**src/rtl/noise_pkg.sv**
```systemverilog
// Shared definitions for the noise source: LFSR geometry, reset seed, tap
// positions, single-step helper and the warm-up/run state encoding.
package noise_pkg;

  localparam int LFSR_W = 32;
  localparam logic [LFSR_W-1:0] DEFAULT_SEED = 32'hACE1_5EED;

  // Taps for x^32 + x^22 + x^2 + x + 1 in a left-shifting Fibonacci LFSR.
  localparam int TAP0 = 31;
  localparam int TAP1 = 21;
  localparam int TAP2 = 1;
  localparam int TAP3 = 0;

  typedef enum logic {
    ST_WARMUP = 1'b0,
    ST_RUN    = 1'b1
  } state_e;

  // Returns {next_state, produced_bit}.
  function automatic logic [LFSR_W:0] lfsr_step(input logic [LFSR_W-1:0] s);
    logic b;
    b = s[TAP0] ^ s[TAP1] ^ s[TAP2] ^ s[TAP3];
    return {s[LFSR_W-2:0], b, b};
  endfunction

  function automatic int tri_idx(input int n);
    return n * (n + 1) / 2;
  endfunction

endpackage

```
**src/rtl/lfsr_unroll.sv**
```systemverilog
// K chained LFSR steps in one combinational cone; f_o[0] is the first bit out.
module lfsr_unroll
  import noise_pkg::*;
#(
  parameter int K = 10
) (
  input  logic [LFSR_W-1:0] state_i,
  output logic [LFSR_W-1:0] state_o,
  output logic [K-1:0]      f_o
);

  always_comb begin
    logic [LFSR_W-1:0] s;
    logic [LFSR_W:0]   r;
    s   = state_i;
    r   = '0;
    f_o = '0;
    for (int i = 0; i < K; i++) begin
      r      = lfsr_step(s);
      s      = r[LFSR_W:1];
      f_o[i] = r[0];
    end
    state_o = s;
  end

endmodule

```
**src/rtl/noise_source.sv**
```systemverilog
// Multi-channel biased noise generator: channel n is 1 with probability
// 1/2^(n+1), built from disjoint groups of freshly generated LFSR bits.
module noise_source
  import noise_pkg::*;
#(
  parameter int NCHAN  = 4,
  parameter int WARMUP = 16
) (
  input  logic              clk,
  input  logic              rst,
  input  logic              en,
  input  logic              seed_load,
  input  logic [LFSR_W-1:0] seed,
  output logic [NCHAN-1:0]  nois,
  output logic              valid
);

  localparam int K = NCHAN * (NCHAN + 1) / 2;
  localparam logic [7:0] CNT_LAST = 8'(WARMUP - 1);

  logic [LFSR_W-1:0] lfsr_q;
  logic [LFSR_W-1:0] lfsr_d;
  logic [K-1:0]      f;
  logic [NCHAN-1:0]  chan_d;
  logic [NCHAN-1:0]  nois_q;
  logic              valid_q;
  logic [7:0]        cnt_q;
  state_e            state_q;
  logic [LFSR_W-1:0] seed_d;

  lfsr_unroll #(.K(K)) u_unroll (
    .state_i (lfsr_q),
    .state_o (lfsr_d),
    .f_o     (f)
  );

  // Channel n ANDs n+1 consecutive fresh bits starting at T(n).
  for (genvar gi = 0; gi < NCHAN; gi++) begin : g_chan
    localparam int BASE = tri_idx(gi);
    assign chan_d[gi] = &f[BASE +: gi + 1];
  end

  // A zero seed would lock the LFSR, so substitute the default.
  assign seed_d = (seed == '0) ? DEFAULT_SEED : seed;

  always_ff @(posedge clk or posedge rst) begin
    if (rst) begin
      lfsr_q  <= DEFAULT_SEED;
      nois_q  <= '0;
      valid_q <= 1'b0;
      cnt_q   <= '0;
      state_q <= ST_WARMUP;
    end else if (seed_load) begin
      lfsr_q  <= seed_d;
      nois_q  <= '0;
      valid_q <= 1'b0;
      cnt_q   <= '0;
      state_q <= ST_WARMUP;
    end else if (en) begin
      lfsr_q <= lfsr_d;
      case (state_q)
        ST_WARMUP: begin
          if (cnt_q == CNT_LAST) begin
            state_q <= ST_RUN;
            valid_q <= 1'b1;
            cnt_q   <= '0;
            nois_q  <= chan_d;
          end else begin
            cnt_q  <= cnt_q + 8'd1;
            nois_q <= '0;
          end
        end
        ST_RUN: begin
          nois_q  <= chan_d;
          valid_q <= 1'b1;
        end
        default: begin
          state_q <= ST_WARMUP;
          nois_q  <= '0;
          valid_q <= 1'b0;
          cnt_q   <= '0;
        end
      endcase
    end
  end

  assign nois  = nois_q;
  assign valid = valid_q;

endmodule
```
**config.mk**
```make
export PLATFORM = sky130hd
export DESIGN_NAME = noise_source
export DESIGN_NICKNAME = d
export VERILOG_FILES = /design/src/rtl/noise_pkg.sv /design/src/rtl/lfsr_unroll.sv /design/src/rtl/noise_source.sv
export SDC_FILE = /design/constraint.sdc
export NUM_CORES = 1
export LEC_CHECK = 0
export ABC_AREA = 1
export CORE_AREA = 2 2 89 134
export CTS_CLUSTER_DIAMETER = 60
export CTS_CLUSTER_SIZE = 30
export DETAILED_ROUTE_END_ITERATION = 7
export DIE_AREA = 0 0 91 136
export MAX_ROUTING_LAYER = met4
export PLACE_DENSITY = 0.45
export SETUP_SLACK_MARGIN = 0.2
export SKIP_CTS_REPAIR_TIMING = 1
export SYNTH_ARGS = -nofsm -noshare
export SYNTH_HDL_FRONTEND = slang
export SYNTH_HIERARCHICAL = 1
export SYNTH_SLANG_ARGS = --single-unit
```
**constraint.sdc**
```tcl
create_clock -name clk -period 4.4 [get_ports clk]
set_input_delay 0.44 -clock clk [delete_from_list [all_inputs] [get_ports clk]]
set_output_delay 0.44 -clock clk [all_outputs]
set_load 0.01 [all_outputs]
```
==> impl_metrics.prom <==
# TYPE chip_impl_metric gauge
chip_impl_metric{name="final-setup-viol-count",unit=""} 0
chip_impl_metric{name="synth_nets",unit=""} 471
chip_impl_metric{name="die-height",unit="um"} 136
chip_impl_metric{name="drt_iter0_drc",unit=""} 113
chip_impl_metric{name="grt_antenna_before_repair",unit=""} 0
chip_impl_metric{name="post-dp-hpwl",unit="um"} 6390
chip_impl_metric{name="final-max-slew-violation-count",unit=""} 0
chip_impl_metric{name="design.final.nets",unit=""} 475
chip_impl_metric{name="synthCells",unit=""} 434
chip_impl_metric{name="core-area",unit="sq um"} 11300
chip_impl_metric{name="regArea",unit="sq um"} 1170
chip_impl_metric{name="total_power_per_unit_cell_area",unit="nW/um^2"} 427
chip_impl_metric{name="gp_congestion",unit=""} 0.782
chip_impl_metric{name="number_of_enable_flip_flop_cells_after_synthesis",unit=""} 0
chip_impl_metric{name="total_power",unit="uW"} 1590
chip_impl_metric{name="synth_sequential_area_ratio",unit="%"} 35.5
chip_impl_info{name="synth.most_common_cell",value="nand2_1"} 1
chip_impl_info{name="timing.critical_path.from_type",value="primary input"} 1
chip_impl_metric{name="largest_net_degree_at_the_start_of_global_routing",unit=""} 47
chip_impl_info{name="run_status",value="finished, final reports clean"} 1
chip_impl_metric{name="cts-buffers-inserted",unit=""} 5
chip_impl_metric{name="routed_wire_length_per_instance",unit="um"} 14.4
chip_impl_metric{name="cts-htree-levels",unit=""} 2
chip_impl_metric{name="fin_skew",unit="ns"} 0.00711
chip_impl_metric{name="routed_via_density",unit=""} 4.55
chip_impl_metric{name="worst_ep_arrival_time",unit="ns"} 2.89
chip_impl_metric{name="post_synthesis_to_final_layout_area_growth",unit="%"} 12.5
chip_impl_metric{name="die_width",unit="um"} 91
chip_impl_info{name="post_synth_most_frequent_cells",value="nand2_1 (95), inv_1 (59), nand3_1 (36)"} 1
chip_impl_metric{name="clkLatencyLatePin",unit="ns"} 0.29
chip_impl_metric{name="synthesis.yosys.warnings",unit=""} 6
chip_impl_metric{name="worst_slew_margin_rel",unit="%"} 30.3
chip_impl_metric{name="vias",unit=""} 2682
chip_impl_info{name="critical_path_start_end_classification",value="in2reg"} 1
chip_impl_metric{name="area_occupied_by_multi_input_gates",unit="sq um"} 1570
chip_impl_metric{name="grt.overflow.total",unit=""} 0
chip_impl_metric{name="initial_utilization",unit="%"} 29.3
chip_impl_metric{name="syn-mean-instance-area",unit="sq um"} 7.63
chip_impl_info{name="cts_root_buffer",value="clkbuf_16"} 1
chip_impl_metric{name="fin_tns_setup",unit="ns"} 0
chip_impl_metric{name="report.final.hold_viol_count",unit=""} 0
chip_impl_metric{name="critPathMaxFanout",unit=""} 31
chip_impl_info{name="cp-end-kind",value="register"} 1
chip_impl_metric{name="clock_tree.buffer_depth",unit=""} 2
chip_impl_metric{name="clock-sinks",unit=""} 46
chip_impl_metric{name="synth_area",unit="sq um"} 3310
chip_impl_info{name="synthDominantAreaCellType",value="dfrtp_1"} 1
chip_impl_metric{name="total_leakage_power",unit="uW"} 0.00175
chip_impl_metric{name="yosys.area.top_type_share",unit="%"} 20.4
chip_impl_metric{name="diodes",unit=""} 0
chip_impl_info{name="tritoncts_clock_tree",value="yes"} 1
chip_impl_metric{name="worst_ir_drop_vdd",unit="uV"} 153
chip_impl_metric{name="core.rowCount",unit=""} 48
chip_impl_metric{name="port-buffer-count",unit=""} 40
chip_impl_metric{name="maxCapViolations",unit=""} 0
chip_impl_metric{name="routed_wirelength",unit="um"} 8500
chip_impl_metric{name="tcrit_tclk_final",unit="%"} 60.4
chip_impl_metric{name="drive_gt1_share",unit="%"} 17.5
chip_impl_metric{name="fill_cells",unit=""} 1290
chip_impl_metric{name="synthArstFlopShare",unit="%"} 100
chip_impl_metric{name="io_pins",unit=""} 41
chip_impl_metric{name="dp.cells",unit=""} 581
chip_impl_metric{name="die_area",unit="sq um"} 12400
chip_impl_metric{name="gr-usage-all-layers",unit="%"} 14.6
chip_impl_metric{name="clk_pin_slew",unit="ns"} 0.06
chip_impl_metric{name="first_global_vias",unit=""} 2722
chip_impl_info{name="setup_repair_after_global_routing_missed_its_margin",value="no"} 1
chip_impl_metric{name="finalCoreUtilization",unit="%"} 33.0
chip_impl_metric{name="synth_seq_cells",unit=""} 46
chip_impl_info{name="hold_class",value="reg2reg"} 1
chip_impl_metric{name="layoutNonFillerInstCount",unit=""} 589
chip_impl_info{name="ys_top_cells_by_area",value="dfrtp_1 (20%), dfstp_2 (15%), nand2_1 (11%)"} 1
chip_impl_metric{name="post_synth_num_cell_types",unit=""} 37
chip_impl_metric{name="drt_first_pass_iters",unit=""} 4
chip_impl_metric{name="drt.antenna.violating_nets",unit=""} 0
chip_impl_metric{name="period_needed",unit="ns"} 2.66
chip_impl_metric{name="global_route_wire_length_before_repair",unit="um"} 13700
chip_impl_metric{name="worst-endpoint-required",unit="ns"} 4.63
chip_impl_metric{name="worst-slew-pin-transition",unit="ns"} 1.04
chip_impl_info{name="synth_flop_cell",value="dfrtp_1"} 1
chip_impl_metric{name="max_freq",unit="GHz"} 0.376
chip_impl_metric{name="drt_drc_violations_left",unit=""} 0
cell families after synthesis:
kind of cell | after synthesis | share of synthesized area [%]
AO/OA/AOI/OAI | 61 | 12.0
XOR/XNOR | 9 | 2.61
adder cells (fa/ha/maj) | 1 | 0.378
buffers and inverters | 109 | 17.2
flip-flops | 46 | 35.5
AND/OR/NAND/NOR | 208 | 32.4
final cells by class:
cell class | instances | area share [%]
sequential | 46 | 31.6
clock buffer | 6 | 3.46
timing repair buffer | 41 | 11.0
clock inverter | 2 | 0.269
inverter | 65 | 6.62
multi-input combinational | 279 | 42.1
tap | 150 | 5.04
worst paths after layout:
kind	startpoint	endpoint	slack (ns)	cells past startpoint
hold / removal	nois[2]$_DFFE_PP0P_	nois[2]$_DFFE_PP0P_	0.50	2
setup reg to reg	lfsr_q[21]$_DFFE_PP1P_	nois[3]$_DFFE_PP0P_	1.80	18
hold reg to reg	nois[2]$_DFFE_PP0P_	nois[2]$_DFFE_PP0P_	0.50	2
max in group asynchronous	rst	lfsr_q[28]$_DFFE_PP0P_	3.02	2
min in group asynchronous	rst	valid$_DFFE_PP0P_	0.72	2
setup / recovery	seed_load	lfsr_q[3]$_DFFE_PP1P_	1.74	8
registers in the layout, indices dropped and copies added (netlist names):
signal,flops
lfsr_q,32
cnt_q,8
nois,4
state_q,1
valid,1
power breakdown:
part	total [uW]	switching, uW	internal [uW]
sequential	546	49.8	496
clock	369	160	209
combinational	675	430	246
total	1590	639	951
through the flow:
stage | setup slack, ns | instance area [sq um] | hold WS [ns]
2_1_floorplan | 2.05 | 3310 | 0.453
3_3_place_gp | 1.51 | 3580 | 0.484
3_5_place_dp | 1.46 | 3580 | 0.490
4_1_cts | 1.76 | 3720 | 0.506
5_1_grt | 1.52 | 3720 | 0.529
6_report | 1.74 | 3720 | 0.498
routing by layer:
layer  global-route usage [%]  vias to the layer above  wire (um)
li1                         -                     1364          -
met1                     16.9                     1277       3630
met2                     26.4                       36       4530
met3                     1.94                        5        245
met4                     3.79                        0         93
met5                        -                        -          0
layout by cell type, fill, tap and decap left out, drive strengths merged, types with 2 or more instances in the layout:
cell,n
nand2,116
clkdlybuf4s50,40
clkbuf,6
inv,65
xor2,6
dfstp,19
a22o,19
clkinv,2
a21oi,6
nand3b,4
nand4,3
o21ai,27
nor2,33
dfrtp,27
nand3,51
xnor2,3
o22ai,6
worst max-delay path, stage by stage:
cell             delay [ns]
clkdlybuf4s50_1        0.75
buf_4                  0.37
inv_1                  0.32
nand2_2                0.18
inv_2                  0.48
a22o_1                 0.22
inv_1                  0.04
nand2_1                0.05
No activity file was read; power rests on OpenSTA's default activity.
